**src/rtl/axi_stream_slave_pkg.sv**
```systemverilog
// -----------------------------------------------------------------------------
// axis_pkg: definitions shared by the AXI-Stream receiver slice.
//   AXIS_DATA_W - default stream data width
//   axis_beat_t - one buffered beat: TLAST flag plus data word
//   rx_state_e  - framing FSM states (IDLE: packet not started, BODY: mid-packet)
// -----------------------------------------------------------------------------
package axis_pkg;

    localparam int AXIS_DATA_W = 32;

    typedef struct packed {
        logic                   last;
        logic [AXIS_DATA_W-1:0] data;
    } axis_beat_t;

    typedef enum logic {
        RX_IDLE = 1'b0,
        RX_BODY = 1'b1
    } rx_state_e;

endpackage

```
**src/rtl/axi_stream_slave_if.sv**
```systemverilog
// -----------------------------------------------------------------------------
// axi_stream_slave_if: AXI-Stream beat channel (tdata/tvalid/tlast/tready).
//   master modport - drives tdata/tvalid/tlast, receives tready
//   slave  modport - receives tdata/tvalid/tlast, drives tready
// -----------------------------------------------------------------------------
interface axi_stream_slave_if
    import axis_pkg::*;
#(
    parameter int DATA_W = AXIS_DATA_W
) ();

    logic [DATA_W-1:0] tdata;
    logic              tvalid;
    logic              tlast;
    logic              tready;

    modport master (output tdata, output tvalid, output tlast, input tready);
    modport slave  (input tdata, input tvalid, input tlast, output tready);

endinterface

```
**src/rtl/axi_stream_slave_fifo.sv**
```systemverilog
// -----------------------------------------------------------------------------
// axis_sync_fifo: single-clock FIFO, DEPTH entries (power of two, >= 2).
//   clk, rst_n   - clock, asynchronous active-low reset (clears pointers/count)
//   push, wdata  - write one entry (ignored when full)
//   pop, rdata   - rdata shows the head entry combinationally, zero when empty
//   full, empty  - occupancy flags
//   count        - entries held, log2(DEPTH)+1 bits
// -----------------------------------------------------------------------------
module axis_sync_fifo #(
    parameter int WIDTH = 33,
    parameter int DEPTH = 4,
    localparam int AW   = $clog2(DEPTH)
) (
    input  logic             clk,
    input  logic             rst_n,
    input  logic             push,
    input  logic [WIDTH-1:0] wdata,
    input  logic             pop,
    output logic [WIDTH-1:0] rdata,
    output logic             full,
    output logic             empty,
    output logic [AW:0]      count
);

    localparam logic [AW-1:0] PTR_ONE  = 1;
    localparam logic [AW:0]   CNT_ONE  = 1;
    localparam logic [AW:0]   CNT_FULL = DEPTH[AW:0];

    logic [WIDTH-1:0] mem [DEPTH];
    logic [AW-1:0]    wr_ptr_reg;
    logic [AW-1:0]    rd_ptr_reg;
    logic [AW:0]      count_reg;
    logic             do_push;
    logic             do_pop;

    assign full    = (count_reg == CNT_FULL);
    assign empty   = (count_reg == '0);
    assign do_push = push && !full;
    assign do_pop  = pop && !empty;

    // Storage is not reset; the pointers alone define what is valid.
    always_ff @(posedge clk) begin
        if (do_push) begin
            mem[wr_ptr_reg] <= wdata;
        end
    end

    always_ff @(posedge clk or negedge rst_n) begin
        if (!rst_n) begin
            wr_ptr_reg <= '0;
            rd_ptr_reg <= '0;
            count_reg  <= '0;
        end else begin
            if (do_push) begin
                wr_ptr_reg <= wr_ptr_reg + PTR_ONE;
            end
            if (do_pop) begin
                rd_ptr_reg <= rd_ptr_reg + PTR_ONE;
            end
            case ({do_push, do_pop})
                2'b10:   count_reg <= count_reg + CNT_ONE;
                2'b01:   count_reg <= count_reg - CNT_ONE;
                default: count_reg <= count_reg;
            endcase
        end
    end

    // Gated so the head reads as zero when nothing is buffered (incl. after reset).
    assign rdata = empty ? '0 : mem[rd_ptr_reg];
    assign count = count_reg;

endmodule

```
**src/rtl/axi_stream_slave.sv**
```systemverilog
// -----------------------------------------------------------------------------
// axi_stream_slave: AXI-Stream receiver for the frequency-meter measurement
// stream. Buffers beats in a small FIFO, forwards them on a valid/ready port and
// checks each packet against PKT_LEN beats.
//   clk, rst_n        - clock, asynchronous active-low reset
//   s (slave modport) - incoming stream: tdata, tvalid, tlast -> tready
//   out_data/out_last - FIFO head beat
//   out_valid/out_ready - local consumer handshake
//   len_err           - one-cycle pulse after a beat that breaks framing
//   busy              - packet in progress or FIFO non-empty
// Optional build macro AXIS_RX_STATS_EN adds:
//   pkt_count (16 b, wraps) - accepted TLAST beats
//   err_count (8 b, saturates) - len_err pulses
// -----------------------------------------------------------------------------
module axi_stream_slave
    import axis_pkg::*;
#(
    parameter int DATA_W  = AXIS_DATA_W,
    parameter int DEPTH   = 4,
    parameter int PKT_LEN = 1
) (
    input  logic                 clk,
    input  logic                 rst_n,
    axi_stream_slave_if.slave    s,
    output logic [DATA_W-1:0]    out_data,
    output logic                 out_last,
    output logic                 out_valid,
    input  logic                 out_ready,
    output logic                 len_err,
    output logic                 busy
`ifdef AXIS_RX_STATS_EN
    ,
    output logic [15:0]          pkt_count,
    output logic [7:0]           err_count
`endif
);

    localparam int            AW        = $clog2(DEPTH);
    localparam logic [AW:0]   CNT_ONE   = 1;
    localparam logic [AW:0]   CNT_FULL  = DEPTH[AW:0];
    localparam logic [8:0]    PKT_LEN_C = 9'(PKT_LEN);
    localparam logic [0:0]    ST_IDLE   = RX_IDLE;
    localparam logic [0:0]    ST_BODY   = RX_BODY;

    logic [DATA_W:0] fifo_rdata;
    logic            fifo_full;
    logic            fifo_empty;
    logic [AW:0]     fifo_count;
    logic [AW:0]     count_next;
    logic            s_tready_reg;
    logic            accept;
    logic            release_beat;

    logic [0:0]      state_reg, state_next;
    logic [7:0]      bcnt_reg, bcnt_next;
    logic [8:0]      bcnt_inc;
    logic            len_err_reg, len_err_next;

    // s_tready_reg already implies the FIFO has room; the extra term only keeps
    // a stray beat out of a full FIFO.
    assign accept       = s.tvalid && s_tready_reg && !fifo_full;
    assign release_beat = out_valid && out_ready;

    axis_sync_fifo #(
        .WIDTH (DATA_W + 1),
        .DEPTH (DEPTH)
    ) u_fifo (
        .clk   (clk),
        .rst_n (rst_n),
        .push  (accept),
        .wdata ({s.tlast, s.tdata}),
        .pop   (release_beat),
        .rdata (fifo_rdata),
        .full  (fifo_full),
        .empty (fifo_empty),
        .count (fifo_count)
    );

    // Occupancy after this edge; tready registers "not full" from it so the
    // flag is correct in the very cycle the FIFO fills or drains.
    always_comb begin
        count_next = fifo_count;
        if (accept && !release_beat) begin
            count_next = fifo_count + CNT_ONE;
        end else if (!accept && release_beat) begin
            count_next = fifo_count - CNT_ONE;
        end
    end

    // Framing check: bcnt counts beats of the current packet including this one.
    always_comb begin
        state_next   = state_reg;
        bcnt_next    = bcnt_reg;
        len_err_next = 1'b0;
        bcnt_inc     = {1'b0, bcnt_reg} + 9'd1;
        if (accept) begin
            if (state_reg == ST_IDLE) begin
                if (s.tlast) begin
                    len_err_next = (PKT_LEN != 1);
                end else begin
                    state_next = ST_BODY;
                    bcnt_next  = 8'd1;
                end
            end else begin
                if (s.tlast) begin
                    state_next   = ST_IDLE;
                    bcnt_next    = 8'd0;
                    len_err_next = (bcnt_inc != PKT_LEN_C);
                end else begin
                    // Missing TLAST: flag it once, stay in BODY until TLAST arrives.
                    len_err_next = (bcnt_inc == PKT_LEN_C);
                    bcnt_next    = (bcnt_reg == 8'hFF) ? 8'hFF : bcnt_inc[7:0];
                end
            end
        end
    end

    always_ff @(posedge clk or negedge rst_n) begin
        if (!rst_n) begin
            s_tready_reg <= 1'b0;
            state_reg    <= ST_IDLE;
            bcnt_reg     <= 8'd0;
            len_err_reg  <= 1'b0;
        end else begin
            s_tready_reg <= (count_next != CNT_FULL);
            state_reg    <= state_next;
            bcnt_reg     <= bcnt_next;
            len_err_reg  <= len_err_next;
        end
    end

    assign s.tready  = s_tready_reg;
    assign out_valid = !fifo_empty;
    assign out_data  = fifo_rdata[DATA_W-1:0];
    assign out_last  = fifo_rdata[DATA_W];
    assign len_err   = len_err_reg;
    assign busy      = (state_reg == ST_BODY) || !fifo_empty;

`ifdef AXIS_RX_STATS_EN
    logic [15:0] pkt_count_reg;
    logic [7:0]  err_count_reg;

    // err_count steps on the same edge that raises len_err.
    always_ff @(posedge clk or negedge rst_n) begin
        if (!rst_n) begin
            pkt_count_reg <= 16'd0;
            err_count_reg <= 8'd0;
        end else begin
            if (accept && s.tlast) begin
                pkt_count_reg <= pkt_count_reg + 16'd1;
            end
            if (len_err_next && (err_count_reg != 8'hFF)) begin
                err_count_reg <= err_count_reg + 8'd1;
            end
        end
    end

    assign pkt_count = pkt_count_reg;
    assign err_count = err_count_reg;
`endif

endmodule

```
**src/flat_wrapper.sv**
```systemverilog
// flat-port wrapper written by rule: the top's interface ports become plain ports
module axi_stream_slave_flat import axis_pkg::*;
#(
    parameter int DATA_W  = AXIS_DATA_W,
    parameter int DEPTH   = 4,
    parameter int PKT_LEN = 1
)
  (clk, rst_n, out_data, out_last, out_valid, out_ready, len_err, busy, s_tdata, s_tvalid, s_tlast, s_tready);
  axi_stream_slave_if #(.DATA_W(DATA_W)) s_i ();
  input  logic clk;
  input  logic rst_n;
  output logic [DATA_W-1:0] out_data;
  output logic out_last;
  output logic out_valid;
  input  logic out_ready;
  output logic len_err;
  output logic busy;
  input wire logic [$bits(s_i.tdata)-1:0] s_tdata;
  input wire logic [$bits(s_i.tvalid)-1:0] s_tvalid;
  input wire logic [$bits(s_i.tlast)-1:0] s_tlast;
  output wire logic [$bits(s_i.tready)-1:0] s_tready;
  assign s_i.tdata = s_tdata;
  assign s_i.tvalid = s_tvalid;
  assign s_i.tlast = s_tlast;
  assign s_tready = s_i.tready;
  axi_stream_slave #(.DATA_W(DATA_W), .DEPTH(DEPTH), .PKT_LEN(PKT_LEN)) u_core (.clk(clk), .rst_n(rst_n), .s(s_i), .out_data(out_data), .out_last(out_last), .out_valid(out_valid), .out_ready(out_ready), .len_err(len_err), .busy(busy));
endmodule
```
**config.mk**
```make
export PLATFORM = sky130hd
export DESIGN_NAME = axi_stream_slave_flat
export DESIGN_NICKNAME = d
export VERILOG_FILES = /design/src/rtl/axi_stream_slave_pkg.sv /design/src/rtl/axi_stream_slave_if.sv /design/src/rtl/axi_stream_slave_fifo.sv /design/src/rtl/axi_stream_slave.sv /design/src/flat_wrapper.sv
export SDC_FILE = /design/constraint.sdc
export NUM_CORES = 1
export LEC_CHECK = 0
export ABC_AREA = 1
export CAP_MARGIN = 20
export CORE_UTILIZATION = 30
export DETAILED_ROUTE_END_ITERATION = 10
export DONT_BUFFER_PORTS = 1
export PLACE_DENSITY = 0.45
export SLEW_MARGIN = 20
export SYNTH_ARGS = -nofsm -noshare
export SYNTH_HDL_FRONTEND = slang
export SYNTH_SLANG_ARGS = --single-unit
```
**constraint.sdc**
```tcl
create_clock -name clk -period 4 [get_ports clk]
set_clock_uncertainty 0.15 [all_clocks]
set_input_delay 0.8 -clock clk [delete_from_list [all_inputs] [get_ports clk]]
set_output_delay 0.8 -clock clk [all_outputs]
set_load 0.02 [all_outputs]
```
==> impl_metrics.ini, run 1 <==
[status]
status = finished clean

[setup_path]
slowest_stage = dfrtp_2
path_delay_family = buffers and inverters
r2r_slack_ns = 1.68
cp.required_ns = 3.05
r2r_cells = 7
max_stage_delay_ns = 0.93
cp-startpoint = u_core.u_fifo.rd_ptr_reg[1]
r2r_start = u_core.u_fifo.count[0]
critPathMostFrequentCell = buf_4
cp-end-kind = output pin
arrival_ns = 2.72
cp_max_fo = 36
r2r_end = u_core.u_fifo.mem[2][11]
crit_type = flop to output pin
critPathLaunchType = flop
crit_buf_inv = 3
path_cells = clkinvlp_4, buf_4, nor2_1, o21ai_0, a21oi_1, buf_4

[timing]
clock.fmax_ghz = 0.273
finalSetupViolCount = 0
finalCritPeriodShare_pct = 91.7
worst_slew_pin_slew_ns = 0.917
hold_slack_ns = 0.325
rsz0062_at_grt = no
fin_setup_tns_ns = 0
hold_viol_final = 0
slew_violations = 0
slew_headroom_pct = 38.7
min_period_ns = 3.67

[detailed_routing]
post_drt_wl_per_cell_um = 16.7
drtIter0Drc = 222
vias = 4069
drtPass1Iterations = 4
viasPerCell = 4.63
routed_wl_um = 14700
post-route-drc-count = 0
antenna_left = 0

[synthesis]
synth.cell_area_um2 = 6330
synthAdderAreaFrac_pct = 1.98
synthSimpleGateAreaFrac_pct = 13.7
synth.avg_cell_area_um2 = 11.4
synth_cell_types = 31
synth_seq_area_share_pct = 69.8
synth_xor_xnor_area_share_pct = 0.830
syn_inst = 555
muxShareOfSynthArea_pct = 0
synth_seq_cells = 150
syn_nets = 602
synth_compound_area_share_pct = 9.96
synth_top_family_by_area = simple AND/OR/NAND/NOR gates
yosysWarnings = 0

[global_route]
grt_max_degree = 68
grt_pass1_vias = 4163
overflow = 0
track_usage_pct = 14.2
antenna_found_initial = 0
grt_pass1_wl_um = 23100

[power_and_ir_drop]
p_per_area_nw_per_um2 = 819
power_frac_seq_pct = 36.0
pwr-share-clk_pct = 24.2
p_leak_nw = 2.71
p_int_mw = 3.81
p_sw_share_pct = 38.1
p_switching_mw = 2.34
ir_drop_uv = 451
p_comb_share_pct = 39.8

[floorplanning]
ios = 74
initial_core_util_pct = 31.0
core_um2 = 20400
rows = 52
dieArea_um2 = 21700
die_w_um = 147
die_h_um = 147

[layout]
final-seq-area_um2 = 4420
synthToLayoutAreaGrowth_pct = 18.6
layout-drive-gt1-share_pct = 15.3
fillCellCount = 2015
fin_nets = 643
largest_reg_flops = 132
layoutNonFillerInstCount = 878
diodes = 0
multi_input_area_um2 = 1710

[clock_network]
clock_path_buffers = 2
insertion_delay_ns = 0.41
tritoncts = done
path_clk_slew_ns = 0.06
numCtsBuffers = 17
post-cts-setup-buffer-count = 0
cts_max_level = 4
clock_sinks = 150
cts_root_buf = clkbuf_16

[place]
dp_hpwl_um = 8940
routabilityCongestion = 0.773
dpl.cell_count = 845
numPortBuffers = 0

[flow_run]
cap_violations = 0

[hold_path]
worstHoldEndpoint = u_core.u_fifo.mem[1][25]
hold_path.class = primary input to flop
hold_start = s_tdata[25]
hold_depth = 0
## metal layers
layer  wire length (um)  GRT usage [%]  share of wire (%)
met1               6320           17.0                 43
met2               7320           24.4                 50
met3                910           4.69                6.2
met4                106           3.87               0.72
met5                  0              0                  0
## synthesized netlist by cell type (all sizes together)
| library cell | n | share of area [%] |
|---|---|---|
| edfxtp | 132 | 63 |
| o21ai | 75 | 5.9 |
| ha | 10 | 2.0 |
| xor2 | 4 | 0.55 |
| dfrtp | 18 | 7.1 |
| inv | 31 | 1.8 |
| o22ai | 8 | 0.79 |
| clkbuf | 15 | 0.89 |
| a31oi | 1 | 0.099 |
| xnor2 | 2 | 0.28 |
| nand4 | 2 | 0.20 |
| nor2 | 161 | 10 |
| o21bai | 1 | 0.12 |
| buf | 11 | 0.97 |
| o31ai | 1 | 0.12 |
| nand3 | 12 | 1.2 |
| a21oi | 35 | 2.8 |
| nand2 | 32 | 2.0 |
| nor3 | 2 | 0.16 |
| o22a | 1 | 0.14 |
| clkinv | 1 | 0.059 |
## metrics by stage
| step | utilization [%] | instance area (um2) | total power, mW | worst slack [ns] |
|---|---|---|---|---|
| after floorplan | - | 6330 | 3.76 | 0.939 |
| final | 36.8 | 7510 | 6.15 | 0.332 |
| after global placement | 34.0 | 6940 | 4.71 | 0.640 |
| after CTS | 36.7 | 7500 | 6.24 | 0.171 |
| after global routing | 36.8 | 7510 | 6.57 | 0.0677 |
| after detailed placement | 34.0 | 6940 | 4.73 | 0.609 |
## power groups by stage
stage / clock network [mW] / registers (mW) / logic (mW)
2_1_floorplan: 0 / 2.15 / 1.61
3_3_place_gp: 0 / 2.23 / 2.48
3_5_place_dp: 0 / 2.24 / 2.49
4_1_cts: 1.53 / 2.21 / 2.50
5_1_grt: 1.58 / 2.25 / 2.74
6_report: 1.49 / 2.21 / 2.45
## placed cells by master (no fill, tap or decap), types with 2 or more instances in the layout
cell / n
bufinv_16: 2
nor2_1: 152
xnor2_1: 2
o22ai_1: 8
nor3_1: 2
edfxtp_1: 132
inv_1: 27
dfrtp_1: 16
a21oi_1: 35
clkinvlp_4: 4
nand3_1: 10
xor2_1: 4
nand2_2: 3
clkinv_1: 2
clkbuf_16: 17
nor2_4: 6
nand2_1: 29
nor2_2: 2
inv_2: 3
o21ai_0: 73
o21ai_1: 2
nand4_1: 2
dfrtp_2: 2
buf_4: 45
clkbuf_1: 4
clkinv_2: 4
ha_1: 10
## worst max path at each step
stage | slack, ns | end | cells past startpoint
finish | 0.33 | out_data[1] | 6
global route | 0.07 | out_data[9] | 6
CTS | 0.17 | out_data[1] | 6
detailed placement | 0.61 | out_data[1] | 6
global placement | 0.64 | out_data[28] | 6
floorplan | 0.94 | u_core.u_fifo.mem[0][0] | 3
## worst register-to-register path, delay by kind of cell, from the launching register on
family / cells / cell delay (ns)
buffers and inverters: 3 / 0.75
AND/OR/NAND/NOR: 3 / 0.36
adder cells (fa/ha/maj): 1 / 0.23
flip-flops: 1 / 0.44
## timing repair
item	in CTS	in global routing
resized for setup	0	2
hold endpoints to repair	18	0
hold buffers	1	0
endpoints found under the setup margin	0	5
## logic make-up after synthesis
family	count (synthesis)
simple gates	209
flops	150
compound gates	122
buf+inv	58
fa+ha+maj	10
xor+xnor	6
## layout make-up
type	instances	area share (%)
flip-flops and latches	150	58.8
clock buffers	21	5.87
repair inverters	1	0.100
multi-input cells	347	22.7
clock inverters	10	1.43
inverters	32	1.65
well taps	270	4.50
repair buffers	47	4.90
Power figures use the tool's default switching activity.
==> inputs of run 2 (changes only) <==
==> constraint.sdc (replaced) <==
create_clock -name clk -period 4.06 [get_ports clk]
set_clock_uncertainty 0.15 [all_clocks]
set_input_delay 0.812 -clock clk [delete_from_list [all_inputs] [get_ports clk]]
set_output_delay 0.812 -clock clk [all_outputs]
set_load 0.02 [all_outputs]
==> impl_metrics.ini, run 2 (same netlist as run 1, synthesis figures left out) <==
[timing]
min_period_ns = 3.69
slew_headroom_pct = 37.1
setup_slack_ns = 0.367
clock.fmax_ghz = 0.271
rsz0062_at_grt = no
finalSetupViolCount = 0
slew_violations = 0
hold_viol_final = 0
hold_slack_ns = 0.339
finalCritPeriodShare_pct = 91.0
fin_setup_tns_ns = 0
worst_slew_pin_slew_ns = 0.940

[setup_path]
crit_type = flop to output pin
r2r_cells = 6
r2r_end = u_core.bcnt_reg[5]
critPathLaunchType = flop
cp-end-kind = output pin
r2r_start = u_core.u_fifo.count[0]
cp-startpoint = u_core.u_fifo.rd_ptr_reg[1]
r2r_slack_ns = 1.43
cp.required_ns = 3.10
cp_max_fo = 35
cp-endpoint = out_data[15]
arrival_ns = 2.73

[layout]
layoutNonFillerInstCount = 874
fin_nets = 638
final_core_util_pct = 36.9
final_common_cell = nor2_1
multi_input_area_um2 = 1710
diodes = 0
layout-drive-gt1-share_pct = 14.7
synthToLayoutAreaGrowth_pct = 19.0
largest_reg_flops = 132
fillCellCount = 2020
final_area_um2 = 7530
final-seq-area_um2 = 4420
final_cell_mix = 152 x nor2_1, 132 x edfxtp_1, 73 x o21ai_0, 41 x buf_4, 35 x a21oi_1

[floorplanning]
core_um2 = 20400
rows = 52
initial_core_util_pct = 31.0
dieArea_um2 = 21700
die_w_um = 147
die_h_um = 147
ios = 74

[status]
status = finished clean

[detailed_routing]
vias = 4042
routed_wl_um = 14500
antenna_left = 0
post-route-drc-count = 0
viasPerCell = 4.62
drtPass1Iterations = 4
drtIter0Drc = 208
post_drt_wl_per_cell_um = 16.6

[flow_run]
cap_violations = 0

[power_and_ir_drop]
p_per_area_nw_per_um2 = 818
p_leak_nw = 2.72
total_power_mw = 6.16
ir_drop_uv = 472

[hold_path]
hold_path.class = primary input to flop

[clock_network]
hold_buffers = 1
cts_root_buf = clkbuf_16
insertion_delay_ns = 0.41
cts_max_level = 4
clock_path_buffers = 2
tritoncts = done
numCtsBuffers = 17
post-cts-setup-buffer-count = 0
clock_sinks = 150
path_clk_slew_ns = 0.06
postCtsResizedCells = 0

[place]
dp_hpwl_um = 8780
numPortBuffers = 0
routabilityCongestion = 0.799
dpl.cell_count = 841
place_area_um2 = 6910
pre_cts_slack_ns = 0.759

[global_route]
overflow = 0
track_usage_pct = 14.1
grt_pass1_vias = 4084
grt_pass1_wl_um = 22900
antenna_found_initial = 0
grt_max_degree = 68
[run 2: cell count changes in the layout (fill, tap and decap cells not counted)]
| cell | previous run | this run |
|---|---|---|
| bufinv_16 | 2 | 4 |
| inv_1 | 27 | 28 |
| clkinvlp_4 | 4 | 3 |
| clkinv_1 | 2 | 5 |
| inv_6 | 0 | 1 |
| clkbuf_1 | 4 | 0 |
| clkinv_2 | 4 | 2 |
| buf_4 | 45 | 41 |
[run 2: how the worst min path moves through the flow]
stage / start / to / depth (start not counted)
5_1_grt: s_tdata[11] / u_core.u_fifo.mem[3][11] / 0
4_1_cts: s_tlast / u_core.u_fifo.mem[0][32] / 0
6_report: s_tdata[1] / u_core.u_fifo.mem[2][1] / 0
3_5_place_dp: rst_n / u_core.u_fifo.count[0] / 0
3_3_place_gp: rst_n / u_core.u_fifo.count[1] / 0
2_1_floorplan: u_core.u_fifo.count[1] / u_core.u_fifo.count[1] / 2
[run 2: worst max-delay path, cell delays in order, from the launching register on]
cell and delay [ns]:
dfrtp_2 0.87, inv_1 0.52, buf_4 0.32, nor2_1 0.11, o21ai_0 0.13, a21oi_1 0.18
buf_4 0.16
[run 2: cell type report]
type,instances,share of cell area [%]
well taps,270,4.49
repair buffers,43,4.49
inverters,32,1.60
clock inverters,15,2.46
clock buffers,17,5.65
multi-input cells,347,22.7
flip-flops and latches,150,58.7
[run 2: routing by layer]
metal	wire length, um	GRT usage (%)	vias to the layer above
li1	-	-	1987
met1	6370	17.5	1954
met2	7040	23.0	92
met3	991	5.16	9
met4	103	4.02	0
met5	0	0	-
[run 2: power breakdown]
group	total, mW	switching (mW)	leakage, nW	internal (mW)
Sequential	2.17	0.173	1.43	2.00
Clock	1.62	0.603	0.289	1.02
Combinational	2.36	1.53	1.00	0.833
Total	6.16	2.31	2.72	3.85
